### src/rtl/vga_capture.sv
// vga_capture: receive side of the VGA path. It samples hs/vs and the {r,g,b} bus,
// recovers line and frame timing, measures clocks per line and lines per frame,
// locks onto a stable mode, and then re-emits the active pixels with x/y coordinates.
module vga_capture #(
  parameter int unsigned H_ACTIVE = 640,
  parameter int unsigned H_BP     = 48,
  parameter int unsigned V_ACTIVE = 480,
  parameter int unsigned V_BP     = 33,
  parameter bit          SYNC_POL = 1'b0
) (
  input  logic        clk,
  input  logic        rst_n,
  input  logic        hs,
  input  logic        vs,
  input  logic [2:0]  r,
  input  logic [2:0]  g,
  input  logic [1:0]  b,
  output logic        pix_valid,
  output logic [7:0]  pix_data,
  output logic [9:0]  pix_x,
  output logic [8:0]  pix_y,
  output logic        frame_start,
  output logic        locked,
  output logic [11:0] h_total,
  output logic [10:0] v_total
);

  localparam logic [11:0] H_LO      = 12'(H_BP);
  localparam logic [11:0] H_HI      = 12'(H_BP + H_ACTIVE);
  localparam logic [10:0] V_LO      = 11'(V_BP);
  localparam logic [10:0] V_HI      = 11'(V_BP + V_ACTIVE);
  localparam logic        SYNC_IDLE = !SYNC_POL;

  typedef enum logic [1:0] {SEARCH, MEASURE, VERIFY, LOCKED} state_t;
  state_t state_q, state_d;

  logic        s_hs_q, s_vs_q, p_hs_q, p_vs_q;
  logic [7:0]  s_pix_q, d_pix_q;
  logic [11:0] hcnt_q, line_len_q, h_total_q;
  logic [10:0] vcnt_q, v_total_q;
  logic        hs_te, vs_te, h_sat, v_sat, store, in_active;
  logic [11:0] line_len_new, line_len_cur;
  logic [10:0] v_meas;
  logic        pix_valid_d, pix_valid_q, frame_start_d, frame_start_q;
  logic        locked_d, locked_q;
  logic [7:0]  pix_data_d, pix_data_q;
  logic [9:0]  pix_x_d, pix_x_q;
  logic [8:0]  pix_y_d, pix_y_q;

  assign hs_te        = (p_hs_q == SYNC_POL) && (s_hs_q == SYNC_IDLE);
  assign vs_te        = (p_vs_q == SYNC_POL) && (s_vs_q == SYNC_IDLE);
  assign h_sat        = (hcnt_q == '1);
  assign v_sat        = (vcnt_q == '1);
  assign line_len_new = hcnt_q + 12'd1;
  assign line_len_cur = hs_te ? line_len_new : line_len_q;
  assign v_meas       = vcnt_q + 11'd1;
  assign in_active    = (hcnt_q >= H_LO) && (hcnt_q < H_HI) &&
                        (vcnt_q >= V_LO) && (vcnt_q < V_HI);

  // Input registers; pixel data is delayed one extra stage so that the sample
  // sitting in d_pix_q belongs to column hcnt_q (hcnt restarts one cycle after the edge).
  // Syncs reset to their idle level so reset release is never taken for a trailing edge.
  always_ff @(posedge clk) begin
    if (!rst_n) begin
      s_hs_q  <= SYNC_IDLE;
      s_vs_q  <= SYNC_IDLE;
      p_hs_q  <= SYNC_IDLE;
      p_vs_q  <= SYNC_IDLE;
      s_pix_q <= '0;
      d_pix_q <= '0;
    end else begin
      s_hs_q  <= hs;
      s_vs_q  <= vs;
      p_hs_q  <= s_hs_q;
      p_vs_q  <= s_vs_q;
      s_pix_q <= {r, g, b};
      d_pix_q <= s_pix_q;
    end
  end

  // Horizontal/vertical position counters and the length of the last full line.
  always_ff @(posedge clk) begin
    if (!rst_n) begin
      hcnt_q     <= '0;
      vcnt_q     <= '0;
      line_len_q <= '0;
    end else begin
      if (hs_te)       hcnt_q <= '0;
      else if (!h_sat) hcnt_q <= hcnt_q + 12'd1;
      if (vs_te)                 vcnt_q <= '0;
      else if (hs_te && !v_sat)  vcnt_q <= vcnt_q + 11'd1;
      if (hs_te) line_len_q <= line_len_new;
    end
  end

  // State register plus the stored mode measurements.
  always_ff @(posedge clk) begin
    if (!rst_n) begin
      state_q   <= SEARCH;
      h_total_q <= '0;
      v_total_q <= '0;
    end else begin
      state_q <= state_d;
      if (store) begin
        h_total_q <= line_len_cur;
        v_total_q <= v_meas;
      end
    end
  end

  // Lock sequencing: advance on vs trailing edges, drop on any timing disagreement.
  always_comb begin
    state_d = state_q;
    store   = 1'b0;
    if (h_sat || v_sat) begin
      state_d = SEARCH;
    end else begin
      unique case (state_q)
        SEARCH:  if (vs_te) state_d = MEASURE;
        MEASURE: if (vs_te) begin
          store   = 1'b1;
          state_d = VERIFY;
        end
        VERIFY:  if (vs_te) begin
          if (line_len_cur == h_total_q && v_meas == v_total_q) state_d = LOCKED;
          else store = 1'b1;
        end
        LOCKED: begin
          if (hs_te && line_len_new != h_total_q) begin
            state_d = SEARCH;
          end else if (vs_te && v_meas != v_total_q) begin
            store   = 1'b1;
            state_d = VERIFY;
          end
        end
        default: state_d = SEARCH;
      endcase
    end
  end

  // Output next-values; keyed on the next state so pix_valid and locked fall together.
  always_comb begin
    locked_d      = (state_d == LOCKED);
    pix_valid_d   = in_active && locked_d;
    pix_data_d    = pix_valid_d ? d_pix_q : pix_data_q;
    pix_x_d       = pix_valid_d ? 10'(hcnt_q - H_LO) : pix_x_q;
    pix_y_d       = pix_valid_d ? 9'(vcnt_q - V_LO) : pix_y_q;
    frame_start_d = pix_valid_d && (pix_x_d == '0) && (pix_y_d == '0);
  end

  // Registered outputs.
  always_ff @(posedge clk) begin
    if (!rst_n) begin
      pix_valid_q   <= 1'b0;
      pix_data_q    <= '0;
      pix_x_q       <= '0;
      pix_y_q       <= '0;
      frame_start_q <= 1'b0;
      locked_q      <= 1'b0;
    end else begin
      pix_valid_q   <= pix_valid_d;
      pix_data_q    <= pix_data_d;
      pix_x_q       <= pix_x_d;
      pix_y_q       <= pix_y_d;
      frame_start_q <= frame_start_d;
      locked_q      <= locked_d;
    end
  end

  assign pix_valid   = pix_valid_q;
  assign pix_data    = pix_data_q;
  assign pix_x       = pix_x_q;
  assign pix_y       = pix_y_q;
  assign frame_start = frame_start_q;
  assign locked      = locked_q;
  assign h_total     = h_total_q;
  assign v_total     = v_total_q;

endmodule

### config.mk
export PLATFORM = sky130hd
export DESIGN_NAME = vga_capture
export DESIGN_NICKNAME = d
export VERILOG_FILES = /design/src/rtl/vga_capture.sv
export SDC_FILE = /design/constraint.sdc
export NUM_CORES = 1
export LEC_CHECK = 0
export CAP_MARGIN = 20
export CORE_UTILIZATION = 45
export DETAILED_ROUTE_END_ITERATION = 7
export GPL_ROUTABILITY_DRIVEN = 1
export HOLD_SLACK_MARGIN = 0.02
export PLACE_DENSITY = 0.66
export RECOVER_POWER = 50
export SETUP_SLACK_MARGIN = 0.5
export SYNTH_ARGS = -nofsm -noshare
export SYNTH_HDL_FRONTEND = slang
export SYNTH_SLANG_ARGS = --single-unit
export TNS_END_PERCENT = 5
### constraint.sdc
create_clock -name clk -period 4.2 [get_ports clk]
set_input_delay 0.42 -clock clk [delete_from_list [all_inputs] [get_ports clk]]
set_output_delay 0.42 -clock clk [all_outputs]
set_load 0.1 [all_outputs]
# Word-level counts from Yosys, hierarchy flattened
# Cells that the tools add are included.
# Widths: inputs -> output; s select.
# totals
rom_bits	0
inputBits	12
mem_count	0
ramBits	0
latchBits	0
ff_bits	110
word_cells	76
out_inout_bits	53
# classes
shifts	0
order_cmp	4
n_mul	0
add_sub_neg	4
muxes	18
bitwise	3
reduce_logical	19
eq_ne	10
n_div	0
# op_table
operator	n
$mux 2	7
$add 12x1->12 const B	1
$eq 12x12->1	1
$eq 12x12->1 const B	1
$ge 12x6->1 const B	1
$logic_and 1x1->1	12
$lt 12x10->1 const B	1
$mux 12	1
$ne 12x12->1	1
$add 11x1->11 const B	1
$eq 11x11->1	1
$eq 11x11->1 const B	1
$ge 11x6->1 const B	1
$lt 11x10->1 const B	1
$ne 11x11->1	1
$logic_not 10->1	1
$mux 10	1
$sub 10x6->10 const B	1
$logic_not 9->1	1
$mux 9	1
$sub 9x6->9 const B	1
$pmux 2 s4	1
$eq 2x2->1 const B	3
$mux 1	6
other kinds (7)	10

# Logic depth before layout (Yosys ltp)
# Gate-level depths: netlist of the first run.
# logic_depth
ltp_word	15
ltp_mapped	14
depth_no_buf	11

# Worst setup path after synthesis of the first run
# No wires, ideal clock.
# synth_timing
kind	register -> register
from	register h_total_q[11] (netlist: h_total[11])
to	register pix_data_q[0] (netlist: pix_data[0])
path_stages_with_launch	13
setup_time_ns	0.118
n_path_buf	3
path_slack_ns	0.330
t_arrival_ns	3.753
required_ns	4.082
period_less_slack_ns	3.870
path_cell_list	dfxtp_1 > clkbuf_1 > xnor2_1 > nor3_1 > a221o_1 > or4_1 > a2111o_1 > nor4_4 > o211ai_2 > o21a_1 > buf_6 > buf_6 > a22o_1
# synth_between
elab_chain_len	8
elab_cells_between_ends	11
cone_classes	eq/ne (3); mux (5); reduce/logical (3)
# synth_lines
element	line_no	rtl
from (decl)	39	logic [11:0] hcnt_q, line_len_q, h_total_q;
from (signal assigned)	105	h_total_q <= line_len_cur;
$eq 12x12->1	125	if (line_len_cur == h_total_q && v_meas == v_total_q) state_d = LOCKED;
$logic_and 1x1->1	125	
$mux 2	125	
$mux 2	124	VERIFY: if (vs_te) begin
$pmux 2 s4 (*)	118	unique case (state_q)
$mux 2 (*)	115	if (h_sat || v_sat) begin
$eq 2x2->1 (*)	143	locked_d = (state_d == LOCKED);
$logic_and 1x1->1 (*)	144	pix_valid_d = in_active && locked_d;
to (signal assigned)	162	pix_data_q <= pix_data_d;
to (decl)	46	logic [7:0] pix_data_d, pix_data_q;
# Every way passes the cells marked *; elsewhere a longest branch is shown, timed or not.
# A chain may end at the register's enable or synchronous reset.

# Final worst setup path of the first run
# layout_timing
from	register hcnt_q[0]
to	register v_total_q[4] (netlist: v_total[4])
# layout_between
elab_chain_len	8
elab_cells_between_ends	13
cone_classes	add/sub (1); eq/ne (3); mux (6); reduce/logical (3)
# layout_lines
element	line_no	rtl
from (decl)	39	
from (signal assigned)	89	else if (!h_sat) hcnt_q <= hcnt_q + 12'd1;
$add 12x1->12 (*)	54	assign line_len_new = hcnt_q + 12'd1;
net line_len_new[0]	42	logic [11:0] line_len_new, line_len_cur;
$mux 12	55	assign line_len_cur = hs_te ? line_len_new : line_len_q;
$eq 12x12->1	125	
$logic_and 1x1->1	125	
$mux 1	125	
$mux 1	124	
$pmux 1 s3 (*)	118	
$mux 1 (*)	115	
to (signal assigned)	106	v_total_q <= v_meas;
to (decl)	40	logic [10:0] vcnt_q, v_total_q;
# Mark *: on every way through the listed nets, which the timed path passes. The rest lies on a longest branch.

==> reports/results.ini, run 1 <==
[worst_setup_path]
crit_type=reg -> reg
timing.rr.start=hcnt_q[0]
worst_setup_path_end_kind=flip-flop
timing.rr.end=v_total[4]
crit_fanout=23
required_ns=4.45
startpoint_type=flip-flop
critPathLaunch=hcnt_q[0]
reg2reg_depth=11
cp_data_arrival_time_ns=3.79
reg2reg_slack_ns=0.66
crit_end=v_total[4]

[sta]
worst_pin_slew_ns=1.57
setup-violations-final=0
post-route-period-util_pct=84.3
skew_ns=0.0116
fmax_mhz=282
min_period_ns=3.54
rsz0062_at_grt=yes
tns_ns=0
finalHoldViolCount=0
drv_slew=38
max_slew_margin_pct=-4.93

[worst_hold_path]
hp-class=reg -> reg

[final_layout]
final_layout_size_suffix_gt1_share_pct=7.24
diodes=0
n_fill_cell=1090
fin_nets=704
area_growth_pct=19.0

[clocking]
cts_setup_buffers=0
cts_root_buf=clkbuf_16
cts_tree=yes
cts_sinks=110
cts_hold_buf=0
htreeDepth=3
clock_path_buffers=2
clkLatencyLatePin_ns=0.36
path_clk_slew_ns=0.08
cts_buffers=9

[synth]
syn_area_um2=5580
yosysSeqAreaShare_pct=39.5
synth-xor-area-share_pct=10.7
synthArstFlopShare_pct=0
synth_ff_type=dfxtp_1
synth_edf_count=0
ys_warn_count=0
synth_cell_type_count=65
yosys.area_share.simple_pct=22.6
avgSynthCellArea_um2=8.59
synth-seq-cells=110
synth_top_family_by_area=simple AND/OR/NAND/NOR gates
synth-compound-area-share_pct=18.5
synth_nets=668
synthAdderAreaFrac_pct=1.34
syn_inst=650
muxShareOfSynthArea_pct=1.57

[drt]
drt_iter0_markers=401
antenna_left=0
viasPerCell=5.66
wl_um=14600
post_drt_wl_per_cell_um=17.0
dr.pass1.iters=5
drcViolationCount=0
vias=4858

[die]
start_util_pct=46.3
die_x_um=113
core_um2=12100
placementRows=40
ioPinCount=65
die_y_um=113
fp.dieArea_um2=12900

[placed_design]
place_congestion=0.926
hpwl_um=10100
numPortBuffers=64

[status]
outcome=finished, violations left
violations=max-capacitance violations, max-slew violations

[power_and_ir_drop]
power_density_nw_per_um2=320
total_power_w=0.00212
ir_drop_v=0.000159
p_leak_nw=2.59

[grt]
gr-total-overflow=0
antenna_found_initial=0
grtUsageTotal_pct=23.2
grt_max_degree=38
grt_pass1_vias=4357
grt_pass1_wl_um=23100

[flow_run]
maxCapViolCount=1

area by class of cell:
type,instances,area [µm²],share of cell area [%]
multi-input cells,465,3100,46.6
flip-flops and latches,110,2210,33.2
repair buffers,77,728,11.0
clock buffers,9,225,3.39
well taps,168,210,3.17
clock inverters,7,88.8,1.34
inverters,23,86.3,1.30
sequential cells by signal (all words and copies together) (netlist names), 2 cells and up:
name,cells
h_total,12
hcnt_q,12
line_len_q,12
v_total,11
vcnt_q,11
pix_x,10
pix_y,9
d_pix_q,8
pix_data,8
s_pix_q,8
state_q,2
critical path, stage by stage, from the launching register on:
cell and delay (ns):
dfxtp_1 0.39, inv_1 0.10, ha_1 0.36, mux2_2 0.29, a221o_1 0.29, or4_1 0.51
a2111o_1 0.45, o31ai_2 0.24, o2111ai_1 0.16, and2_1 0.18, buf_4 0.22, o211a_1 0.23
worst min-delay path by stage:
stage / from / to / slack, ns / cells after the start
2_1_floorplan: s_pix_q[0] / d_pix_q[0] / 0.41 / 1
3_3_place_gp: s_pix_q[1] / d_pix_q[1] / 0.42 / 1
3_5_place_dp: s_pix_q[0] / d_pix_q[0] / 0.42 / 1
4_1_cts: s_pix_q[2] / d_pix_q[2] / 0.44 / 1
5_1_grt: s_pix_q[3] / d_pix_q[3] / 0.45 / 1
6_report: s_pix_q[2] / d_pix_q[2] / 0.44 / 1
timing repair:
item,in CTS,in global routing
gates resized for setup,2,9
cloned,0,1
endpoints found under the setup margin,27,50
pin swaps,0,3
layout by cell type, fill, tap and decap left out, drive strengths merged, types with 14 or more instances in the layout:
cell,netlist,routed
dfxtp,110,110
clkdlybuf4s50,0,27
nor3,14,14
dlygate4sd3,0,36
nand2,54,54
and2,21,21
nand3,37,37
a21oi,21,21
nand4,14,14
o21ai,33,33
inv,23,26
nor2,46,46
xnor2,43,43
xor2,20,20
a22o,27,27
layer usage:
| layer | global-route usage, % | share of wire [%] | vias up | routed length, µm |
|---|---|---|---|---|
| met5 | 0 | 0 | - | 0 |
| met4 | 10.5 | 2.2 | 0 | 329 |
| met3 | 3.83 | 6.6 | 22 | 963 |
| met2 | 33.4 | 42 | 196 | 6180 |
| met1 | 33.8 | 49 | 2260 | 7150 |
| li1 | - | - | 2380 | - |
Yosys cell counts, types with 4 or more instances:
cell type | n | area, µm²
a21oi_1 | 21 | 105
a22o_1 | 27 | 236
a31oi_1 | 4 | 25.0
and2_1 | 21 | 131
and3_1 | 7 | 43.8
and4_1 | 5 | 43.8
buf_1 | 6 | 22.5
buf_2 | 10 | 50.1
buf_6 | 4 | 45.0
clkbuf_1 | 33 | 124
dfxtp_1 | 110 | 2200
ha_1 | 6 | 75.1
inv_1 | 23 | 86.3
mux2i_1 | 5 | 50.1
nand2_1 | 54 | 203
nand2b_1 | 8 | 50.1
nand3_1 | 37 | 185
nand4_1 | 14 | 87.6
nor2_1 | 46 | 173
nor2b_1 | 8 | 50.1
nor3_1 | 14 | 70.1
nor4_1 | 9 | 56.3
o2111ai_1 | 4 | 35.0
o211a_1 | 12 | 120
o21ai_0 | 19 | 95.1
o21ai_1 | 14 | 70.1
o22ai_1 | 4 | 25.0
or3_1 | 5 | 31.3
xnor2_1 | 43 | 377
xor2_1 | 20 | 175
through the flow:
| stage | hold WS, ns | util (%) | area [µm²] | worst slack (ns) | cells |
|---|---|---|---|---|---|
| after floorplan | 0.412 | - | 5580 | 0.585 | 650 |
| after detailed placement | 0.420 | 52.1 | 6280 | 0.227 | 842 |
| final | 0.437 | 55.1 | 6640 | 0.660 | 859 |
| after CTS | 0.439 | 54.8 | 6610 | 0.526 | 858 |
| after global placement | 0.416 | 52.1 | 6280 | 0.341 | 842 |
| after global routing | 0.451 | 55.1 | 6640 | 0.448 | 859 |
power by group:
group	leakage, nW	switching (W)	internal, W
Combinational	1.55	0.0000978	0.0000558
Clock	0.150	0.000420	0.000475
Sequential	0.894	0.0000148	0.00106
Total	2.59	0.000532	0.00159
logic make-up (layout without fill, tap and decap cells):
logic type	after synthesis	count (layout)
AND/OR/NAND/NOR	243	243
AO/OA/AOI/OAI	142	143
flip-flops	110	110
buffers and inverters	76	116
XOR/XNOR	65	65
multiplexers	8	8
adder cells (fa/ha/maj)	6	6
Power figures use the tool's default switching activity.
==> inputs of run 2 (changes only) <==
Settings changed: PLACE_DENSITY 0.66 to 0.69.
Clock period 4.2 ns to 2.87 ns, I/O delays scaled along.
==> reports/results.ini, run 2 (synthesis gave the netlist of run 1 again) <==
[drt]
viasPerCell=5.43  ; was 5.66
drt_iter0_markers=525  ; was 401
dr.pass1.iters=5  ; unchanged
antenna_left=0  ; unchanged
wl_um=15700  ; was 14600 µm
post_drt_wl_per_cell_um=16.2  ; was 17.0 µm
drcViolationCount=0  ; unchanged
vias=5274  ; was 4858

[worst_setup_path]
startpoint_type=flip-flop  ; unchanged
cp_data_arrival_time_ns=3.59  ; was 3.79 ns
cpPeakStageDelay_ns=0.47  ; was 0.51 ns
crit_chain=inv_4 > ha_4 > mux2_4 > a221o_1 > or4_1 > a2111o_1 > nor4_1 > a32oi_1 > nor2b_1 > buf_4 > a22o_1  ; was inv_1 > ha_1 > mux2_2 > a221o_1 > or4_1 > a2111o_1 > o31ai_2 > o2111ai_1 > and2_1 > buf_4 > o211a_1
cp_num_buf_inv=2  ; unchanged
slowest_stage=or4_1  ; unchanged
reg2reg_slack_ns=-0.41  ; was 0.66 ns
worst_setup_path_end_kind=flip-flop  ; unchanged
required_ns=3.18  ; was 4.45 ns
cp_top_family=compound AO/OA/AOI/OAI gates  ; unchanged
crit_fanout=12  ; was 23
crit_type=reg -> reg  ; unchanged

[grt]
grtUsageTotal_pct=25.6  ; was 23.2%
grt_pass1_vias=5031  ; was 4357
gr-total-overflow=0  ; unchanged
grt_pass1_wl_um=25800  ; was 23100 µm
grt_max_degree=33  ; was 38
antenna_found_initial=0  ; unchanged

[sta]
rsz0062_at_grt=yes  ; unchanged
worst_pin_slew_ns=1.21  ; was 1.57 ns
skew_ns=0.0141  ; was 0.0116 ns
min_period_ns=3.28  ; was 3.54 ns
tns_ns=-16.87  ; was 0 ns
fmax_mhz=305  ; was 282 MHz
drv_slew=0  ; was 38
post-route-period-util_pct=114  ; was 84.3%
setup-violations-final=52  ; was 0
max_slew_margin_pct=19.6  ; was -4.93%
setup_ws_ns=-0.406  ; was 0.660 ns
finalHoldViolCount=0  ; unchanged

[final_layout]
n_fill_cell=1067  ; was 1090
multi_input_area_um2=3120  ; was 3100 µm²
area_growth_pct=31.1  ; was 19.0%
final_layout_size_suffix_gt1_share_pct=24.3  ; was 7.24%
fin_cells=971  ; was 859
seqCellArea_um2=2220  ; was 2210 µm²
final_common_cell=buf_4  ; was dfxtp_1
post-route-util_pct=60.7  ; was 55.1%
layout_common_cells=buf_4, dfxtp_1, nand2_1, nor2_1, xnor2_1  ; was dfxtp_1, nand2_1, nor2_1, xnor2_1, nand3_1
diodes=0  ; unchanged
fin_nets=816  ; was 704
design_area_um2=7320  ; was 6640 µm²

[power_and_ir_drop]
power_density_nw_per_um2=430  ; was 320 nW/µm²
p_leak_nw=3.03  ; was 2.59 nW
ir_drop_v=0.000368  ; was 0.000159 V

[status]
outcome=finished, violations left  ; unchanged
violations=negative setup slack  ; was max-capacitance violations, max-slew violations

[die]
placementRows=40  ; unchanged
fp.dieArea_um2=12900  ; unchanged
die_x_um=113  ; unchanged
ioPinCount=65  ; unchanged
die_y_um=113  ; unchanged
start_util_pct=46.3  ; unchanged
core_um2=12100  ; unchanged

[clocking]
clkLatencyLatePin_ns=0.37  ; was 0.36 ns
path_clk_slew_ns=0.08  ; about the same
cts_tree=yes  ; unchanged
cts_root_buf=clkbuf_16  ; unchanged
clock_path_buffers=2  ; unchanged
cts_hold_buf=0  ; unchanged
cts_buffers=9  ; unchanged
htreeDepth=3  ; unchanged
cts_sinks=110  ; unchanged

[worst_hold_path]
hp-class=reg -> reg  ; unchanged

[placed_design]
numPortBuffers=64  ; unchanged
pre_cts_ws_ns=-0.376  ; was 0.227 ns
place_congestion=0.911  ; was 0.926
hpwl_um=11800  ; was 10100 µm
place_area_um2=7070  ; was 6280 µm²
dp_cells=952  ; was 842

[flow_run]
maxCapViolCount=0  ; was 1

-- run 2: final timing paths --
path              startpoint  cells past startpoint         end
setup reg to reg   hcnt_q[0]                     11    pix_y[6]
hold / removal    s_pix_q[2]                      1  d_pix_q[2]
setup / recovery   hcnt_q[0]                     11    pix_y[6]
hold reg to reg   s_pix_q[2]                      1  d_pix_q[2]
-- run 2: power breakdown --
part	switching, W	internal (W)
Combinational	0.000162	0.000129
Sequential	0.0000173	0.00155
Clock	0.000658	0.000627
-- run 2: layout make-up --
type	instances	share of cell area (%)
Inverter	23	1.21
Clock inverter	7	1.11
Multi-Input combinational cell	464	42.7
Timing Repair Buffer	190	18.7
Sequential cell	110	30.3
Tap cell	168	2.87
Clock buffer	9	3.08
-- run 2: routing by layer --
layer,track usage [%],part of all wire [%],routed length [µm],vias to the layer above
met5,0,0,0,-
met4,9.56,1.4,222,0
met3,3.72,5.4,848,17
met1,36.3,49,7620,2481
li1,-,-,-,2604
met2,39.7,45,7020,172
-- run 2: timing repair --
action / 4_1_cts / 5_1_grt
resized for setup: 11 / 2
setup buffers: 2 / 1
endpoints found under the setup margin: 57 / 56
pin swaps: 3 / 8
-- run 2: worst register-to-register path, cell delays in order, from the launching register on --
cell and delay [ns]:
dfxtp_4 0.38, inv_4 0.04, ha_4 0.22, mux2_4 0.28, a221o_1 0.28, or4_1 0.47
a2111o_1 0.45, nor4_1 0.42, a32oi_1 0.17, nor2b_1 0.14, buf_4 0.21, a22o_1 0.15
-- run 2: metrics by stage --
step                      power [W]  hold WS (ns)
after floorplan             0.00178         0.388
after global placement      0.00188         0.415
after detailed placement    0.00189         0.418
after CTS                   0.00317         0.423
after global routing        0.00326         0.454
final                       0.00314         0.439
==> inputs of run 3 (changes only) <==
Settings changed: GPL_ROUTABILITY_DRIVEN 1 to 0, MAX_ROUTING_LAYER from default to met4.
==> reports/results.ini, run 3 (synthesis gave the netlist of run 1 again) <==
[worst_setup_path]
timing.rr.start=hcnt_q[1]  ; was hcnt_q[0]
startpoint_type=flip-flop  ; unchanged
crit_fanout=27  ; was 12
worst_setup_path_end_kind=flip-flop  ; unchanged
cp_data_arrival_time_ns=3.44  ; was 3.59 ns
reg2reg_depth=11  ; unchanged
reg2reg_slack_ns=-0.32  ; was -0.41 ns
crit_type=reg -> reg  ; unchanged
timing.rr.end=pix_x[0]  ; was pix_y[6]
required_ns=3.11  ; was 3.18 ns

[placed_design]
place_area_um2=6970  ; was 7070 µm²
numPortBuffers=64  ; unchanged
hpwl_um=11200  ; was 11800 µm

[grt]
gr-total-overflow=0  ; unchanged
grt_max_degree=33  ; unchanged
grt_pass1_wl_um=24500  ; was 25800 µm
grtUsageTotal_pct=24.9  ; was 25.6%
grt_pass1_vias=4952  ; was 5031
antenna_found_initial=0  ; unchanged

[final_layout]
fin_nets=802  ; was 816
final_layout_size_suffix_gt1_share_pct=23.6  ; was 24.3%
design_area_um2=7270  ; was 7320 µm²
area_growth_pct=30.3  ; was 31.1%
final_common_cell=buf_4  ; unchanged
layout_common_cells=buf_4, dfxtp_1, nand2_1, nor2_1, xnor2_1  ; unchanged
diodes=0  ; unchanged

[clocking]
cts_sinks=110  ; unchanged
cts_hold_buf=0  ; unchanged
path_clk_slew_ns=0.08  ; about the same
cts_buffers=9  ; unchanged
clkLatencyLatePin_ns=0.36  ; was 0.37 ns
cts_root_buf=clkbuf_16  ; unchanged
cts_tree=yes  ; unchanged
htreeDepth=3  ; unchanged
clock_path_buffers=2  ; unchanged

[sta]
tns_ns=-12.34  ; was -16.87 ns
skew_ns=0.0107  ; was 0.0141 ns
drv_slew=0  ; unchanged
setup_ws_ns=-0.323  ; was -0.406 ns
finalHoldViolCount=0  ; unchanged
post-route-period-util_pct=111  ; was 114%
fmax_mhz=313  ; was 305 MHz
setup-violations-final=52  ; unchanged
max_slew_margin_pct=20.3  ; was 19.6%
rsz0062_at_grt=yes  ; unchanged
timing.hold.ws_ns=0.397  ; was 0.439 ns
worst_pin_slew_ns=1.20  ; was 1.21 ns
min_period_ns=3.19  ; was 3.28 ns

[status]
violations=negative setup slack  ; unchanged
outcome=finished, violations left  ; unchanged

[power_and_ir_drop]
p_leak_nw=2.99  ; was 3.03 nW
switching_share_pct=24.4  ; was 26.6%
p_clk_share_pct=42.1  ; was 40.8%
p_int_w=0.00242  ; was 0.00231 W
ir_drop_v=0.000259  ; was 0.000368 V
p_sw_w=0.000782  ; was 0.000836 W
pwr-share-comb_pct=8.9  ; was 9.3%
power_frac_seq_pct=48.9  ; was 49.9%
power_density_nw_per_um2=441  ; was 430 nW/µm²

[die]
fp.dieArea_um2=12900  ; unchanged
die_x_um=113  ; unchanged
start_util_pct=46.3  ; unchanged
die_y_um=113  ; unchanged
ioPinCount=65  ; unchanged
placementRows=40  ; unchanged
core_um2=12100  ; unchanged

[drt]
antenna_left=0  ; unchanged
drt_iter0_markers=422  ; was 525
dr.pass1.iters=6  ; was 5
vias=5273  ; was 5274
viasPerCell=5.51  ; was 5.43
post_drt_wl_per_cell_um=15.9  ; was 16.2 µm
drcViolationCount=0  ; unchanged
wl_um=15200  ; was 15700 µm

[flow_run]
maxCapViolCount=0  ; unchanged

[worst_hold_path]
hold_depth=2  ; was 1
hold_start=rst_n  ; was s_pix_q[2]
holdPathEnd=p_vs_q  ; was d_pix_q[2]
hp-class=in -> reg  ; was reg -> reg

## run 3: cell types whose count changed in the layout (fill, tap and decap cells not counted), sizes merged
cell    delta
clkinv     -1
clkbuf     +2
inv        -2
bufinv     +1
buf       -14
## run 3: worst max path at each step
| stage | endpoint | startpoint |
|---|---|---|
| 2_1_floorplan | pix_data[0] | hcnt_q[0] |
| 3_5_place_dp | v_total[4] | hcnt_q[1] |
| 3_3_place_gp | pix_x[1] | hcnt_q[1] |
| 4_1_cts | pix_x[0] | hcnt_q[1] |
| 5_1_grt | pix_x[2] | hcnt_q[1] |
| 6_report | pix_x[0] | hcnt_q[1] |
## run 3: power by group through the flow
stage          logic [W]  registers [W]  clock network (W)
2_1_floorplan   0.000158        0.00162                  0
3_3_place_gp    0.000269        0.00160                  0
3_5_place_dp    0.000273        0.00161                  0
4_1_cts         0.000283        0.00157            0.00138
5_1_grt         0.000307        0.00157            0.00144
6_report        0.000287        0.00157            0.00135
## run 3: per-layer routing
layer / vias up / global-route usage, % / wire length (µm)
met5: - / - / 0
met1: 2475 / 33.2 / 7070
met4: 0 / 8.86 / 256
met2: 202 / 38.0 / 6830
met3: 21 / 4.14 / 1070
li1: 2575 / - / -
## run 3: final cells by class
type | instances | area [µm²]
fillers | 1039 | 4790
multi-input cells | 464 | 3170
clock buffers | 11 | 254
clock inverters | 5 | 70.1
well taps | 168 | 210
flip-flops and latches | 110 | 2210
repair buffers | 176 | 1260
inverters | 23 | 88.8
## run 3: stage by stage
step	std cells	power (W)	setup WS, ns	util, %
final	957	0.00321	-0.323	60.3
after global routing	957	0.00332	-0.459	60.3
after CTS	957	0.00323	-0.326	61.1
after detailed placement	940	0.00188	-0.367	57.8
after global placement	940	0.00187	-0.417	57.8
after floorplan	650	0.00178	-0.348	-
## run 3: timing repair
action                                  CTS  global route
resized for setup                        16             8
setup buffers                             1             0
pin swaps                                 8            11
endpoints found under the setup margin   55            58
## run 3: critical path, cell delays in order, from the launching register on
cell and delay [ns]:
dfxtp_2 0.33, inv_2 0.05, ha_4 0.24, mux2_4 0.27, a221o_1 0.28, or4_1 0.48
a2111o_1 0.44, nor4_4 0.24, o211ai_2 0.14, o21a_1 0.21, buf_12 0.17, a22o_1 0.23
